File: config.mk
export PLATFORM = sky130hd
export DESIGN_NAME = udp_reg_frame_rx
export DESIGN_NICKNAME = d
export VERILOG_FILES = /design/src/rtl/udp_reg_pkg.sv /design/src/rtl/udp_byte_packer.sv /design/src/rtl/udp_reg_frame_rx.sv
export SDC_FILE = /design/constraint.sdc
export NUM_CORES = 2
export LEC_CHECK = 0
export BUFFER_PORTS_ARGS = -buffer_cell sky130_fd_sc_hd__buf_4
export CAP_MARGIN = 20
export CORE_MARGIN = 2
export CORE_UTILIZATION = 60
export DETAILED_ROUTE_END_ITERATION = 6
export GPL_TIMING_DRIVEN = 1
export PLACE_DENSITY = 0.83
export REMOVE_ABC_BUFFERS = 1
export SLEW_MARGIN = 20
export SYNTH_ARGS = -nofsm -noshare
export SYNTH_HDL_FRONTEND = slang
export SYNTH_SLANG_ARGS = --single-unit
File: constraint.sdc
create_clock -name clk -period 4.7 [get_ports clk]
set_input_delay 0.705 -clock clk [delete_from_list [all_inputs] [get_ports clk]]
set_output_delay 0.705 -clock clk [all_outputs]
set_load 0.01 [all_outputs]
File: src/rtl/udp_reg_pkg.sv
// rtl/udp_reg_pkg.sv - shared types and constants for the UDP register-write receiver
package udp_reg_pkg;

  typedef enum logic [2:0] {
    HDR,
    PAYLOAD,
    DRAIN,
    COMMIT,
    ERR
  } state_t;

  typedef enum logic [1:0] {
    ERR_NONE  = 2'd0,
    ERR_MAGIC = 2'd1,
    ERR_RANGE = 2'd2,
    ERR_LEN   = 2'd3
  } err_t;

  // Byte offsets inside the 4-byte frame header
  localparam int HDR_MAGIC = 0;
  localparam int HDR_ADDR  = 1;
  localparam int HDR_COUNT = 2;
  localparam int HDR_RSVD  = 3;
  localparam int HDR_BYTES = 4;

  localparam logic [7:0] DEFAULT_MAGIC = 8'hA5;

endpackage

File: src/rtl/udp_byte_packer.sv
// rtl/udp_byte_packer.sv - assembles a byte stream into DATA_W-bit words
module udp_byte_packer #(
  parameter int DATA_W     = 32,
  parameter int BIG_ENDIAN = 1
) (
  input  logic              clk,
  input  logic              resetn,
  input  logic              clear,
  input  logic              byte_valid,
  input  logic [7:0]        byte_data,
  output logic [DATA_W-1:0] word,
  output logic              word_done
);
  localparam int         BPW  = DATA_W / 8;
  localparam logic [3:0] LAST = 4'(BPW - 1);

  logic [3:0]        cnt_q;
  logic [DATA_W-1:0] acc_q;

  // Word including the byte currently offered, so the word is usable on its final byte
  always_comb begin
    word = acc_q;
    if (BIG_ENDIAN != 0) begin
      word = DATA_W'({acc_q, byte_data});
    end else begin
      word[int'(cnt_q)*8 +: 8] = byte_data;
    end
    word_done = byte_valid && (cnt_q == LAST);
  end

  // Byte position and partial word; clear restarts alignment for a new frame
  always_ff @(posedge clk) begin
    if (!resetn || clear) begin
      cnt_q <= 4'd0;
      acc_q <= '0;
    end else if (byte_valid) begin
      acc_q <= word;
      cnt_q <= word_done ? 4'd0 : cnt_q + 4'd1;
    end
  end

endmodule

File: src/rtl/udp_reg_frame_rx.sv
// rtl/udp_reg_frame_rx.sv - UDP register-write frame receiver with atomic range commit
module udp_reg_frame_rx
  import udp_reg_pkg::*;
#(
  parameter int         NREGS      = 16,
  parameter int         DATA_W     = 32,
  parameter int         BIG_ENDIAN = 1,
  parameter logic [7:0] MAGIC      = DEFAULT_MAGIC
) (
  input  logic                    clk,
  input  logic                    resetn,
  input  logic                    rx_tvalid,
  output logic                    rx_tready,
  input  logic [7:0]              rx_tdata,
  input  logic                    rx_tlast,
  input  logic                    rx_tuser,
  output logic [NREGS*DATA_W-1:0] wr_val,
  output logic [NREGS-1:0]        wr_stb,
  output logic                    dv_out,
  output logic                    err_out,
  output logic [1:0]              err_code,
  output logic [15:0]             good_cnt,
  output logic [15:0]             bad_cnt
);
  state_t            state_q, state_d;
  err_t              pend_q, pend_d;
  logic [1:0]        hdr_idx_q;
  logic [7:0]        magic_q, addr_q, count_q, word_idx_q;
  logic [8:0]        wr_idx, range_end;
  logic              beat, pk_valid, pk_clear, word_done, last_byte;
  logic [DATA_W-1:0] word;
  logic [DATA_W-1:0] shadow [NREGS];

  assign beat      = rx_tvalid && rx_tready;
  assign pk_valid  = beat && (state_q == PAYLOAD);
  assign pk_clear  = (state_q != PAYLOAD);
  assign wr_idx    = {1'b0, addr_q} + {1'b0, word_idx_q};
  assign range_end = {1'b0, addr_q} + {1'b0, count_q};
  assign last_byte = word_done && (word_idx_q == count_q - 8'd1);

  udp_byte_packer #(
    .DATA_W     (DATA_W),
    .BIG_ENDIAN (BIG_ENDIAN)
  ) u_packer (
    .clk        (clk),
    .resetn     (resetn),
    .clear      (pk_clear),
    .byte_valid (pk_valid),
    .byte_data  (rx_tdata),
    .word       (word),
    .word_done  (word_done)
  );

  // Next-state decode; pend_d remembers the first failure seen before draining
  always_comb begin
    state_d = state_q;
    pend_d  = pend_q;
    unique case (state_q)
      HDR: begin
        if (beat) begin
          if (rx_tlast || rx_tuser) begin
            state_d = ERR;
          end else if (hdr_idx_q == 2'(HDR_BYTES - 1)) begin
            if (magic_q != MAGIC) begin
              state_d = DRAIN;
              pend_d  = ERR_MAGIC;
            end else if (count_q == 8'd0 || range_end > 9'(NREGS)) begin
              state_d = DRAIN;
              pend_d  = ERR_RANGE;
            end else begin
              state_d = PAYLOAD;
            end
          end
        end
      end
      PAYLOAD: begin
        if (beat) begin
          if (rx_tlast) begin
            state_d = (last_byte && !rx_tuser) ? COMMIT : ERR;
          end else if (last_byte || rx_tuser) begin
            state_d = DRAIN;
            pend_d  = ERR_LEN;
          end
        end
      end
      DRAIN: begin
        if (beat && rx_tlast) state_d = ERR;
      end
      default: state_d = HDR;
    endcase
  end

  // Word completions land in the shadow bank; only the committed range is ever read
  always_ff @(posedge clk) begin
    for (int k = 0; k < NREGS; k++) begin
      if (word_done && int'(wr_idx) == k) shadow[k] <= word;
    end
  end

  // FSM state, header capture, and registered commit/error outputs aligned to COMMIT/ERR
  always_ff @(posedge clk) begin
    if (!resetn) begin
      state_q    <= HDR;
      pend_q     <= ERR_NONE;
      rx_tready  <= 1'b0;
      hdr_idx_q  <= 2'd0;
      magic_q    <= 8'd0;
      addr_q     <= 8'd0;
      count_q    <= 8'd0;
      word_idx_q <= 8'd0;
      wr_val     <= '0;
      wr_stb     <= '0;
      dv_out     <= 1'b0;
      err_out    <= 1'b0;
      err_code   <= 2'd0;
      good_cnt   <= 16'd0;
      bad_cnt    <= 16'd0;
    end else begin
      state_q   <= state_d;
      pend_q    <= pend_d;
      rx_tready <= (state_d == HDR) || (state_d == PAYLOAD) || (state_d == DRAIN);
      wr_stb    <= '0;
      dv_out    <= 1'b0;
      err_out   <= 1'b0;

      if (state_q != HDR) hdr_idx_q <= 2'd0;
      else if (beat)      hdr_idx_q <= hdr_idx_q + 2'd1;

      if (state_q == HDR && beat) begin
        case (hdr_idx_q)
          2'(HDR_MAGIC): magic_q <= rx_tdata;
          2'(HDR_ADDR):  addr_q  <= rx_tdata;
          2'(HDR_COUNT): count_q <= rx_tdata;
          2'(HDR_RSVD):  ;
          default:       ;
        endcase
      end

      if (state_q != PAYLOAD) word_idx_q <= 8'd0;
      else if (word_done)     word_idx_q <= word_idx_q + 8'd1;

      // The final word is still in flight to the shadow, so it is taken from the packer
      if (state_d == COMMIT) begin
        for (int k = 0; k < NREGS; k++) begin
          if (k >= int'(addr_q) && k < int'(range_end)) begin
            wr_val[k*DATA_W +: DATA_W] <= (int'(wr_idx) == k) ? word : shadow[k];
            wr_stb[k] <= 1'b1;
          end
        end
        dv_out <= 1'b1;
        if (good_cnt != 16'hFFFF) good_cnt <= good_cnt + 16'd1;
      end

      if (state_d == ERR) begin
        err_out  <= 1'b1;
        err_code <= (state_q == DRAIN) ? pend_q : ERR_LEN;
        if (bad_cnt != 16'hFFFF) bad_cnt <= bad_cnt + 16'd1;
      end
    end
  end

endmodule

==> flow_summary.yaml <==
outcome:
  status: "complete, but fails checks"
  violations: "design-rule violations"
place:
  hpwl_um: 74700
  detailed_place.area_um2: 45300
  dpl_worst_slack_ns: 0.923
  dp.cells: 5333
  port_buffers: 577
  gp_congestion: 0.927
timing:
  slew_headroom_pct: 32.7
  post-route-period-util_pct: 80.5
  max_freq_mhz: 264
  skew_ns: 0.0299
  setup-violations-final: 0
  rsz0062_at_grt: "false"
  fin_ws_ns: 0.914
  worst_pin_slew_ns: 1.01
  drv_slew: 0
  period_needed_ns: 3.79
  finalHoldViolations: 0
final_layout:
  finalNonFillerCells: 5528
  antenna_cells: 0
  layout-drive-gt1-share_pct: 20.0
  nFillCells: 4752
  design_area_um2: 49000
  final_common_cell: "dfxtp_1"
  multi_input_area_um2: 14500
  regArea_um2: 22900
  final_core_util_pct: 73.1
  syn_to_final_growth_pct: 20.7
  fin_nets: 4611
  final_cell_mix: "dfxtp_1, buf_4, a21oi_1, inv_1, mux2i_1"
clocking:
  cts_buffer_depth: 3
  insertion_delay_ns: 0.69
  post_cts_resized: 0
  cts.sinks: 1144
  htree_levels: 3
  cts_tree: "built"
  clk_pin_slew_ns: 0.07
  postCtsHoldBufs: 0
  postCtsSetupRepairBufs: 0
  root_buffer: "clkbuf_16"
  numCtsBuffers: 108
floorplanning:
  dieArea_um2: 69700
  die-width_um: 264
  core_um2: 67000
  row_count: 95
  chipHeight_um: 264
  start_util_pct: 60.5
  io_pins: 578
routing:
  postRouteAntennaNets: 0
  wl_per_cell_um: 22.2
  drc: 1
  routed_wl_um: 123000
  vias: 31889
  vias_per_cell: 5.77
  dr.pass1.iters: 7
  drt_iter0_markers: 3002
synthesis:
  synth_top_area_share_pct: 56.4
  synth_area_leader_cell: "dfxtp_1"
  synth_ff_type: "dfxtp_1"
  synth_warnings: 0
  synthSimpleGateAreaFrac_pct: 5.79
  ys_seq_area_share_pct: 56.4
  synthMuxAreaShare_pct: 12.9
  synth_fa_ha_area_share_pct: 0.900
  netlist_area_um2: 40600
  syn_avg_cell_area_um2: 9.83
  synth.distinct_cells: 78
  synth_compound_area_share_pct: 14.9
  netlist_instances: 4128
  synthXorXnorAreaFrac_pct: 0.842
  synthTopCellsByArea: "dfxtp_1, mux2i_1, a21oi_1"
  synth_top_family_by_area: "compound AO/OA/AOI/OAI gates"
  synth_enable_flop_cells: 0
  ys_seq_elements: 1144
  ys_async_sr_fraction_pct: 0
job:
  drv_cap: 0
setup_path:
  crit_fanout: 32
  worstSetupEndpointType: "register"
  critPathArrivalTime_ns: 4.33
  crit_type: "register to register"
  start_kind: "register"
  required_ns: 5.25
global_route:
  grtUsageTotal_pct: 33.9
  grt_pass1_vias: 30280
  grt_antenna_before_repair: 6
  grt-ovfl-total: 0
  grt_pass1_wl_um: 182000
  grt_max_degree: 224
worst_hold_path:
  hold_path.class: "input port to register"
pwr:
  report.power.total_mw: 18.8
  ir_worst_vdd_uv: 322
  p_leak_nw: 23.2
  powerDensity_nw_per_um2: 385
[where the power goes]
group          total (mW)  leakage, nW  switching (mW)  internal, mW
registers            9.72         9.21          0.0151          9.71
clock network        8.83         1.80            3.75          5.08
logic               0.288         12.2           0.223        0.0651
total                18.8         23.2            3.99          14.9
[path summary, 6_finish.rpt]
path / from / end / slack (ns) / depth (start not counted)
worst min-delay path: rx_tuser / state_q[0] / 0.37 / 2
worst min register to register: wr_val[74] / wr_val[74] / 0.45 / 2
worst max register to register: addr_q[0] / wr_val[35] / 0.91 / 11
worst max-delay path: addr_q[0] / wr_val[35] / 0.91 / 11
[synth_stat cells, types with 5 or more instances]
library cell / count
dfxtp_1: 1144
a21oi_1: 534
inv_1: 493
mux2i_1: 489
o21ai_0: 459
clkbuf_1: 175
nand2_1: 153
buf_2: 111
nor2_1: 68
nand3_1: 49
o21ai_1: 42
a2bb2oi_1: 32
mux2_2: 28
ha_1: 26
and3_1: 25
nor3_1: 23
xnor2_1: 23
a21oi_2: 21
nor4_1: 19
buf_1: 18
nand2b_1: 16
xor2_1: 16
nand4_1: 13
and2_1: 11
nor3b_1: 10
buf_6: 9
or3_1: 8
and4_1: 7
buf_4: 7
nor3_4: 6
o211ai_1: 6
a31oi_1: 5
clkbuf_2: 5
nand3b_1: 5
[registers in the layout, indices dropped and copies added (netlist names)]
register and flops:
shadow 512, wr_val 512, u_packer.acc_q 24, bad_cnt 16
good_cnt 16, wr_stb 16, addr_q 8, count_q 8
magic_q 8, word_idx_q 8, u_packer.cnt_q 4, state_q 3
err_code 2, hdr_idx_q 2, pend_q 2, dv_out 1
err_out 1, rx_tready 1
[logic make-up (layout without fill, tap and decap cells)]
kind of cell,after synthesis,count (layout)
AO/OA/AOI/OAI,1135,1135
XOR/XNOR,39,39
adder cells (fa/ha/maj),28,28
buffers and inverters,819,1346
flip-flops,1144,1144
multiplexers,521,521
AND/OR/NAND/NOR,442,442
[stage by stage]
step                TNS, ns  hold WS (ns)
global placement          0         0.433
CTS                       0         0.317
finish                    0         0.365
detailed placement        0         0.440
floorplan           -443.41         0.425
global route              0         0.354
[worst max-delay path: stages, from the launching register on]
cell	delay, ns
dfxtp_1	0.37
ha_1	0.27
fa_1	0.45
a21o_1	0.20
a211o_1	0.28
o22ai_1	0.15
o311a_1	0.39
nand2_1	0.23
nor3b_2	0.25
buf_4	0.57
mux2i_1	0.34
a21oi_1	0.12
[metal layers]
layer	GRT usage [%]	part of all wire, %
met1	43.1	40
met2	52.5	45
met3	7.70	8.8
met4	20.9	6.6
met5	0	0.0041
[final cells by class]
| class | count | area share, % |
|---|---|---|
| multi-input cells | 2165 | 29.5 |
| repair buffers | 657 | 10.2 |
| clock buffers | 164 | 6.58 |
| well taps | 873 | 2.23 |
| flip-flops and latches | 1144 | 46.8 |
| inverters | 494 | 3.79 |
| clock inverters | 31 | 0.894 |
(Power assumes the default switching activity.)
